===== config.mk =====
export PLATFORM = sky130hd
export DESIGN_NAME = exec_wb_stage_flat
export DESIGN_NICKNAME = d
export VERILOG_FILES = /design/src/rtl/exec_wb_stage_if.sv /design/src/rtl/exec_wb_stage.sv /design/src/flat_wrapper.sv
export SDC_FILE = /design/constraint.sdc
export NUM_CORES = 1
export LEC_CHECK = 0
export ABC_AREA = 1
export CAP_MARGIN = 25
export CORE_MARGIN = 3
export CORE_UTILIZATION = 55
export CTS_BUF_LIST = sky130_fd_sc_hd__clkbuf_8
export CTS_CLUSTER_DIAMETER = 150
export DETAILED_ROUTE_END_ITERATION = 10
export HOLD_SLACK_MARGIN = 0.06
export MAX_ROUTING_LAYER = met4
export PLACE_DENSITY_LB_ADDON = 0.3
export SLEW_MARGIN = 20
export SYNTH_ARGS = -nofsm -noshare
export SYNTH_HDL_FRONTEND = slang
export SYNTH_SLANG_ARGS = --single-unit
export TNS_END_PERCENT = 20

===== constraint.sdc =====
create_clock -name clk -period 2.1 [get_ports clk]
set_input_delay 0.315 -clock clk [delete_from_list [all_inputs] [get_ports clk]]
set_output_delay 0.315 -clock clk [all_outputs]
set_load 0.02 [all_outputs]

===== src/rtl/exec_wb_stage_if.sv =====
// Execute/writeback stage bus: upstream ALU result + control, downstream
// register-file writeback port, flush, and the architectural flags.
interface exec_wb_stage_if #(
  parameter int N  = 32,
  parameter int RW = 4
) ();

  // Upstream (execute) side
  logic [N-1:0]  alu_result;
  logic          alu_neg;
  logic          alu_z;
  logic          alu_c;
  logic          alu_v;
  logic          in_valid;
  logic          in_ready;
  logic [RW-1:0] in_rd;
  logic          in_wr;
  logic          in_setf;
  logic [3:0]    in_cond;
  logic          flush;

  // Downstream (writeback) side
  logic          out_valid;
  logic          out_ready;
  logic [N-1:0]  out_data;
  logic [RW-1:0] out_rd;
  logic          out_we;

  // Architectural flags {N,Z,C,V}
  logic [3:0]    nzcv;

  // Driver of the stage inputs / consumer of its outputs
  modport master (
    output alu_result, alu_neg, alu_z, alu_c, alu_v,
    output in_valid, in_rd, in_wr, in_setf, in_cond, flush,
    output out_ready,
    input  in_ready, out_valid, out_data, out_rd, out_we, nzcv
  );

  // The stage itself
  modport slave (
    input  alu_result, alu_neg, alu_z, alu_c, alu_v,
    input  in_valid, in_rd, in_wr, in_setf, in_cond, flush,
    input  out_ready,
    output in_ready, out_valid, out_data, out_rd, out_we, nzcv
  );

endinterface


===== src/rtl/exec_wb_stage.sv =====
// Execute/writeback stage: evaluates the condition code against the
// architectural flags at input transfer, optionally updates the flags, and
// queues the writeback entry in a two-entry FIFO skid buffer.
module exec_wb_stage #(
  parameter int N  = 32,
  parameter int RW = 4
) (
  input  logic            clk,
  input  logic            rst,
  exec_wb_stage_if.slave  bus
);

  typedef enum logic [1:0] {
    OCC_EMPTY = 2'd0,
    OCC_ONE   = 2'd1,
    OCC_FULL  = 2'd2
  } occ_t;

  occ_t          occ_q, occ_d;

  logic [N-1:0]  data_q [2];
  logic [RW-1:0] rd_q   [2];
  logic          we_q   [2];
  logic          wr_ptr_q;
  logic          rd_ptr_q;
  logic          in_ready_q;
  logic [3:0]    nzcv_q;

  logic          push;
  logic          pop;
  logic          cond_pass;
  logic          entry_we;
  logic          flags_we;
  logic          f_n, f_z, f_c, f_v;

  assign f_n = nzcv_q[3];
  assign f_z = nzcv_q[2];
  assign f_c = nzcv_q[1];
  assign f_v = nzcv_q[0];

  // Condition-code evaluation against the flags held before this edge
  always_comb begin
    cond_pass = 1'b0;
    unique case (bus.in_cond)
      4'b0000: cond_pass = f_z;
      4'b0001: cond_pass = ~f_z;
      4'b0010: cond_pass = f_c;
      4'b0011: cond_pass = ~f_c;
      4'b0100: cond_pass = f_n;
      4'b0101: cond_pass = ~f_n;
      4'b0110: cond_pass = f_v;
      4'b0111: cond_pass = ~f_v;
      4'b1000: cond_pass = f_c & ~f_z;
      4'b1001: cond_pass = ~f_c | f_z;
      4'b1010: cond_pass = (f_n == f_v);
      4'b1011: cond_pass = (f_n != f_v);
      4'b1100: cond_pass = ~f_z & (f_n == f_v);
      4'b1101: cond_pass = f_z | (f_n != f_v);
      default: cond_pass = 1'b1;
    endcase
  end

  // Occupancy next-state and transfer qualification; flush overrides all
  always_comb begin
    occ_d    = occ_q;
    push     = 1'b0;
    pop      = 1'b0;
    entry_we = 1'b0;
    flags_we = 1'b0;
    if (bus.flush) begin
      occ_d = OCC_EMPTY;
    end else begin
      push     = bus.in_valid & in_ready_q;
      pop      = (occ_q != OCC_EMPTY) & bus.out_ready;
      entry_we = bus.in_wr & cond_pass;
      flags_we = push & cond_pass & bus.in_setf;
      unique case (occ_q)
        OCC_EMPTY: if (push) occ_d = OCC_ONE;
        OCC_ONE: begin
          if (push && !pop)      occ_d = OCC_FULL;
          else if (pop && !push) occ_d = OCC_EMPTY;
        end
        OCC_FULL:  if (pop && !push) occ_d = OCC_ONE;
        default:   occ_d = OCC_EMPTY;
      endcase
    end
  end

  // Occupancy state register
  always_ff @(posedge clk or negedge rst) begin
    if (!rst) occ_q <= OCC_EMPTY;
    else      occ_q <= occ_d;
  end

  // Buffer storage, pointers, registered in_ready and flags
  always_ff @(posedge clk or negedge rst) begin
    if (!rst) begin
      for (int unsigned i = 0; i < 2; i++) begin
        data_q[i] <= '0;
        rd_q[i]   <= '0;
        we_q[i]   <= 1'b0;
      end
      wr_ptr_q   <= 1'b0;
      rd_ptr_q   <= 1'b0;
      in_ready_q <= 1'b0;
      nzcv_q     <= '0;
    end else begin
      if (bus.flush) begin
        wr_ptr_q <= 1'b0;
        rd_ptr_q <= 1'b0;
      end else begin
        if (push) begin
          data_q[wr_ptr_q] <= bus.alu_result;
          rd_q[wr_ptr_q]   <= bus.in_rd;
          we_q[wr_ptr_q]   <= entry_we;
          wr_ptr_q         <= ~wr_ptr_q;
        end
        if (pop) rd_ptr_q <= ~rd_ptr_q;
      end
      // Ready depends only on next occupancy, so no path from out_ready
      in_ready_q <= (occ_d != OCC_FULL);
      if (flags_we)
        nzcv_q <= {bus.alu_neg, bus.alu_z, bus.alu_c, bus.alu_v};
    end
  end

  assign bus.in_ready  = in_ready_q;
  assign bus.out_valid = (occ_q != OCC_EMPTY);
  assign bus.out_data  = data_q[rd_ptr_q];
  assign bus.out_rd    = rd_q[rd_ptr_q];
  assign bus.out_we    = (occ_q != OCC_EMPTY) & we_q[rd_ptr_q];
  assign bus.nzcv      = nzcv_q;

endmodule


===== src/flat_wrapper.sv =====
// flat-port wrapper written by rule: the top's interface ports become plain ports
module exec_wb_stage_flat 
#(
  parameter int N  = 32,
  parameter int RW = 4
)
  (clk, rst, bus_alu_result, bus_alu_neg, bus_alu_z, bus_alu_c, bus_alu_v, bus_in_valid, bus_in_rd, bus_in_wr, bus_in_setf, bus_in_cond, bus_flush, bus_out_ready, bus_in_ready, bus_out_valid, bus_out_data, bus_out_rd, bus_out_we, bus_nzcv);
  exec_wb_stage_if #(.N(N), .RW(RW)) bus_i ();
  input  logic clk;
  input  logic rst;
  input wire logic [$bits(bus_i.alu_result)-1:0] bus_alu_result;
  input wire logic [$bits(bus_i.alu_neg)-1:0] bus_alu_neg;
  input wire logic [$bits(bus_i.alu_z)-1:0] bus_alu_z;
  input wire logic [$bits(bus_i.alu_c)-1:0] bus_alu_c;
  input wire logic [$bits(bus_i.alu_v)-1:0] bus_alu_v;
  input wire logic [$bits(bus_i.in_valid)-1:0] bus_in_valid;
  input wire logic [$bits(bus_i.in_rd)-1:0] bus_in_rd;
  input wire logic [$bits(bus_i.in_wr)-1:0] bus_in_wr;
  input wire logic [$bits(bus_i.in_setf)-1:0] bus_in_setf;
  input wire logic [$bits(bus_i.in_cond)-1:0] bus_in_cond;
  input wire logic [$bits(bus_i.flush)-1:0] bus_flush;
  input wire logic [$bits(bus_i.out_ready)-1:0] bus_out_ready;
  output wire logic [$bits(bus_i.in_ready)-1:0] bus_in_ready;
  output wire logic [$bits(bus_i.out_valid)-1:0] bus_out_valid;
  output wire logic [$bits(bus_i.out_data)-1:0] bus_out_data;
  output wire logic [$bits(bus_i.out_rd)-1:0] bus_out_rd;
  output wire logic [$bits(bus_i.out_we)-1:0] bus_out_we;
  output wire logic [$bits(bus_i.nzcv)-1:0] bus_nzcv;
  assign bus_i.alu_result = bus_alu_result;
  assign bus_i.alu_neg = bus_alu_neg;
  assign bus_i.alu_z = bus_alu_z;
  assign bus_i.alu_c = bus_alu_c;
  assign bus_i.alu_v = bus_alu_v;
  assign bus_i.in_valid = bus_in_valid;
  assign bus_i.in_rd = bus_in_rd;
  assign bus_i.in_wr = bus_in_wr;
  assign bus_i.in_setf = bus_in_setf;
  assign bus_i.in_cond = bus_in_cond;
  assign bus_i.flush = bus_flush;
  assign bus_i.out_ready = bus_out_ready;
  assign bus_in_ready = bus_i.in_ready;
  assign bus_out_valid = bus_i.out_valid;
  assign bus_out_data = bus_i.out_data;
  assign bus_out_rd = bus_i.out_rd;
  assign bus_out_we = bus_i.out_we;
  assign bus_nzcv = bus_i.nzcv;
  exec_wb_stage #(.N(N), .RW(RW)) u_core (.clk(clk), .rst(rst), .bus(bus_i));
endmodule

==> impl_metrics.ini <==
[clock_tree]
cts_root_buffer = clkbuf_8
cts.clk_slew.worst_paths_ps = 80
clock_sinks = 83
post_cts_buffers = 0
max-clock-path-buffers = 2
cts_tree = built
clkLatencyLatePin_ps = 340
ctsHtreeMaxLevel = 3
numCtsBuffers = 9

[placement]
placed_area_um2 = 4990
hpwl_um = 6143
place_ws_ps = 224.1
gp_congestion = 0.8213
io_buffers = 93
place_inst = 677

[outcome]
status = complete, no violations

[synth]
synth.cell_area_um2 = 3948
avgSynthCellArea_um2 = 7.895
synth_seq_cells = 83
yosys_warnings = 0
syn_nets = 551
synth.distinct_cells = 22
synthCells = 500
seq_area_frac_synth_pct = 52.61

[grt]
grt_use_met1_pct = 28.60
grt_pass1_wl_um = 15330
track_usage_pct = 23.31
grtUsageMet2_pct = 38.79
grtUsageMet3_pct = 5.500
grt_pass1_vias = 3454
grt_max_degree = 51
grt-busiest-layer = met2
grt-ovfl-total = 0
antenna_found_initial = 0

[floorplan]
die-width_um = 90.72
start_util_pct = 57.47
core_area_um2 = 6869
num_rows = 30
die_h_um = 90.72
ioPinCount = 94
dieArea_um2 = 8230

[drt]
via_per_inst = 4.950
drc = 0
wl_um = 8897
dr.first_iter.drc_count = 160
wl_per_cell_um = 12.82
firstDrtPassIters = 5
drtAntennaViolNets = 0
via_count = 3435

[timing]
period_needed_ps = 2009
holdWs_ps = 482.3
slew_headroom_pct = 62.73
final_hold_viol_count = 0
rsz0062_at_grt = true
setup_ws_ps = 91.33
tns_ps = 0
setup_viol = 0
clock_skew_ps = 8.131
fmaxAchievable_mhz = 497.8
worst_pin_slew_ps = 559.0
finalMaxSlewViolations = 0
fin_crit_sh_pct = 95.65

[critical_path]
endpoint_kind = output port
crit_arrival_ps = 1690
ff2ff_setup_slack_ps = 630
required_ps = 1780
worstSetupPathType = flop to output port
worstPathMaxFanout = 22
start_kind = flop

[finish]
fin_cells = 694
fin_util_pct = 75.17
final_area_um2 = 5164
drive_above_1_share_pct = 10.54
area_growth_pct = 30.81
fill_cells = 523
finalNetCount = 644
diodes = 0

[pwr]
p_per_area_nw_per_um2 = 961.7
finalPower_mw = 4.966
power.leakage_nw = 2.754
vdd_drop_max_mv = 0.5900

[flow_run]
drv_cap = 0

[min_path]
hold_path_class = flop to flop
layer usage:
layer  part of all wire [%]  vias to the layer above
met4                   0.80                        0
met3                    4.4                        8
li1                       -                     1715
met2                     51                       88
met5                      0                        -
met1                     43                     1624
layout make-up:
cell class              instances  area, um2  area share, %
multi-input cells             338       1525          29.54
repair buffers                104       1031          19.97
clock inverters                 4      31.28         0.6058
inverters                      57      214.0          4.143
clock buffers                  12      165.2          3.198
flip-flops and latches         83       2077          40.22
well taps                      96      120.1          2.326
worst max-delay path, cell delays in order, from the launching register on:
cell and delay, ps:
dfrtp_1 390, buf_6 220, nand2_1 80, nand2_1 70
clkdlybuf4s50_1 590
timing repair:
action / 4_1_cts / 5_1_grt
setup endpoints to repair: 34 / 4
hold buffers: 1 / 0
hold endpoints to repair: 43 / 0
resized for setup: 33 / 3
placed cells by master, fill, tap and decap left out, types with 2 or more instances in the layout:
cell / count
o21ai_2: 26
inv_2: 3
o21ai_0: 38
dfrtp_1: 83
nand3_1: 15
clkdlybuf4s50_1: 57
a21oi_1: 5
clkbuf_8: 12
nand2_1: 219
o21ai_1: 9
buf_12: 4
nand2_2: 3
clkinvlp_4: 3
inv_1: 53
dlygate4sd2_1: 33
buf_4: 6
nor2_1: 16
dlymetal6s2s_1: 2
flip-flops by register name (all words and copies together), names as in the netlist:
name	count
u_core.we_q	2
u_core.bus.in_ready	1
u_core.bus.nzcv	4
u_core.occ_q	2
u_core.data_q	64
u_core.rd_q	8
u_core.wr_ptr_q	1
u_core.rd_ptr_q	1
worst paths after layout:
path | start | to | cells after the start
setup reg to reg | u_core.wr_ptr_q | u_core.rd_q[3] | 7
setup / recovery | u_core.rd_ptr_q | bus_out_data[1] | 4
hold reg to reg | u_core.data_q[9] | u_core.data_q[9] | 2
min in group asynchronous | rst | u_core.data_q[48] | 2
hold / removal | u_core.data_q[9] | u_core.data_q[9] | 2
max in group asynchronous | rst | u_core.data_q[61] | 3
power breakdown:
part           internal (mW)  switching (mW)
Sequential              2.00           0.252
Clock                  0.531           0.576
Combinational          0.676           0.927
Total                   3.21            1.75
synth_stat cells:
cell	count	area share (%)
a31oi_1	1	0.16
o21ai_0	38	4.8
nor2_4	1	0.29
buf_6	6	1.7
clkbuf_1	15	1.4
nor3_4	1	0.41
inv_1	53	5.0
clkinv_1	1	0.095
dfrtp_1	83	53
buf_4	1	0.19
o21ai_2	26	5.8
nand3_1	15	1.9
nor3b_1	1	0.19
o21ai_1	9	1.1
or2_4	1	0.22
nand2_1	219	21
a21oi_1	5	0.63
nor3_1	1	0.13
inv_2	3	0.29
nor2_2	1	0.16
nor2_1	16	1.5
nand2_2	3	0.48
cell families after synthesis:
kind of cell,Yosys count,synth area share (%)
AND/OR/NAND/NOR,259,26.12
AO/OA/AOI/OAI,79,12.52
flip-flops,83,52.61
buffers and inverters,79,8.748
Power figures use the tool's default switching activity.
==> patch (same flow settings) <==
Encoding of `occ_t`: now one-hot (3 bits for 3 values).
--- a/src/rtl/exec_wb_stage.sv
+++ b/src/rtl/exec_wb_stage.sv
@@ -10,10 +10,10 @@
   exec_wb_stage_if.slave  bus
 );
 
-  typedef enum logic [1:0] {
-    OCC_EMPTY = 2'd0,
-    OCC_ONE   = 2'd1,
-    OCC_FULL  = 2'd2
+  typedef enum logic [2:0] {
+    OCC_EMPTY = 3'b001,
+    OCC_ONE   = 3'b010,
+    OCC_FULL  = 3'b100
   } occ_t;
 
   occ_t          occ_q, occ_d;
Function: no difference found for any inputs over 4 cycles, from zero or initial values and one cycle with rst low; so few cycles prove little.
==> patch against the unedited design <==
  * Wire length up 2.1%
  * Setup slack improved by 0.025 ns
  * Area after synthesis rose by 2.0%
  * Count of clock-buffer cells in the layout shrank 1
  * Total power shrank 1.8%
  * Combinational power decreased by 6%
  * Design area grew 1.6%
  * Sequential cell count up 1
==> patch: results (changes against the unedited design) <==
STA
  – Hold_ws: 0.417 ns (-0.0656 ns)
  – Final critical delay including setup and external delays: 1.98 ns (-0.0248 ns)
  – Transition time at the pin with the least slew margin: 0.791 ns (+0.232 ns)

GRT
  – Global-route wire length before repair: 15200 um (-0.98%)
  – Largest net degree at the start of global routing: 71 (+39%)
  – Vias in the first global route: 3381 (-2.1%)
  – Grt met1 use: 28.8% (+0.20 points)
  – GRT met3 Usage: 3.89% (-1.6 points)
  – Combined global-route utilization of all metal layers: 23.3% (-0.058 points)

Placed design
  – Weighted congestion reported at the end of routability-driven placement: 0.791 (-3.8%)
  – Inst Count DP: 681 (+0.59%)
  – Cell Area, Placed: 0.00507 mm^2 (+1.7%)
  – Worst setup slack after placement: 0.182 ns (-0.0421 ns)
  – DPL Wire Length: 6350 um (+3.4%)

Synthesis
  – Fraction of the yosys area taken by sequential cells: 52.2% (-0.39 points)
  – Most area-consuming cells after synthesis: sky130_fd_sc_hd__dfrtp_1, sky130_fd_sc_hd__nand2_1, sky130_fd_sc_hd__o21ai_1
  – Number of distinct library cell variants in the gate-level netlist after synthesis: 28 (+27%)
  – Ranking of synthesized cells by instance count: sky130_fd_sc_hd__nand2_1, sky130_fd_sc_hd__dfrtp_1, sky130_fd_sc_hd__inv_1, sky130_fd_sc_hd__o21ai_1, sky130_fd_sc_hd__o21ai_2
  – Net Count, Synth: 554 (+0.54%)

Pwr
  – Sequential share of power: 44.7% (-0.7 points)
  – Worst VDD drop: 0.587 mV (-0.56%)
  – Internal power summed over all cells: 3.21 mW (-0.13%)
  – Static leakage: 2.79 nW (+1.3%)
  – Clock network fraction of design power: 24.5% (+2.2 points)

Clock tree
  – Clock sink count: 84 (+1.2%)

Final layout
  – # clk buffers: 11 (-1)
  – Non-Filler Instances: 698 (+0.58%)
  – Share of cells above drive strength 1: 11.1% (+0.59 points)
  – Data-path buffer share of cell area in the final layout: 19.6% (-0.34 points)
  – Clock network contribution to total cell area: 4.01% (+0.20 points)
  – Multi-input combinational area share: 29.9% (+0.39 points)
  – Fill count: 536 (+2.5%)
  – Multi-In Gates: 342 (+1.2%)
  – Total number of nets in the final design: 648 (+0.62%)

Detailed routing
  – Wire length on met2: 4600 um (+0.57%)
  – Routed wl met3: 478 um (+22%)
  – DRT Pass-1 Iters: 4 (-1)
  – DRT iter0 DRCs: 166 (+3.8%)
  – Length of routed wiring on met1: 3850 um (-0.28%)

Worst setup path
  – Maximum fanout encountered on the critical timing path: 16 (-27%)
  – End of the critical path: bus_out_we
  – Setup slack of the worst register-to-register path: 0.51 ns (-0.12 ns)
  – Cell depth of the worst flop-to-flop path: 5 (-2)
  – Destination of the worst register-to-register timing path: u_core.data_q[40]$_DFFE_PN0P_
  – Critical path data arrival time: 1.67 ns (-0.02 ns)

Run status
  – Status: finished, final reports clean

Hold path
  – Worst min-delay path category: in -> async
patch: changes by cell type after synthesis, sizes merged, moves of 3 or more:
cell / before / now
clkbuf: 15 / 5
buf: 7 / 16
nand2: 222 / 225
nor2: 18 / 15
patch: repair_timing:
item	in CTS	in global routing
setup endpoints to repair	37	0
hold endpoints to repair	25	0
hold buffers	1	0
resized for setup	37	0
patch: critical path, stage by stage (launching register included):
cell,delay [ns]
sky130_fd_sc_hd__dfrtp_1,0.47
sky130_fd_sc_hd__inv_2,0.14
sky130_fd_sc_hd__buf_12,0.15
sky130_fd_sc_hd__nand2_1,0.06
sky130_fd_sc_hd__nand2_1,0.07
sky130_fd_sc_hd__nand2_1,0.05
sky130_fd_sc_hd__inv_1,0.05
sky130_fd_sc_hd__dlygate4sd2_1,0.32
patch: worst min-delay path by stage:
stage                                    end
6_report       u_core.data_q[28]$_DFFE_PN0P_
3_3_place_gp   u_core.data_q[61]$_DFFE_PN0P_
5_1_grt        u_core.data_q[28]$_DFFE_PN0P_
3_5_place_dp   u_core.data_q[28]$_DFFE_PN0P_
4_1_cts        u_core.data_q[28]$_DFFE_PN0P_
2_1_floorplan  u_core.bus.in_ready$_DFF_PN0_
patch: stage by stage:
step	total power, mW	util, %
2_1_floorplan	3.11	-
3_3_place_gp	3.76	73.0
3_5_place_dp	3.83	73.0
4_1_cts	4.92	75.5
5_1_grt	5.17	75.5
6_report	4.88	75.5
patch: cell families (layout without fill, tap and decap cells):
| kind of cell | count (synthesis) | in the layout | synth area share [%] |
|---|---|---|---|
| AOI/OAI and AO/OA | 83 | 83 | 12.7 |
| buffers and inverters | 77 | 176 | 8.79 |
| DFF | 84 | 84 | 52.2 |
| and+or+nand+nor | 259 | 259 | 26.3 |
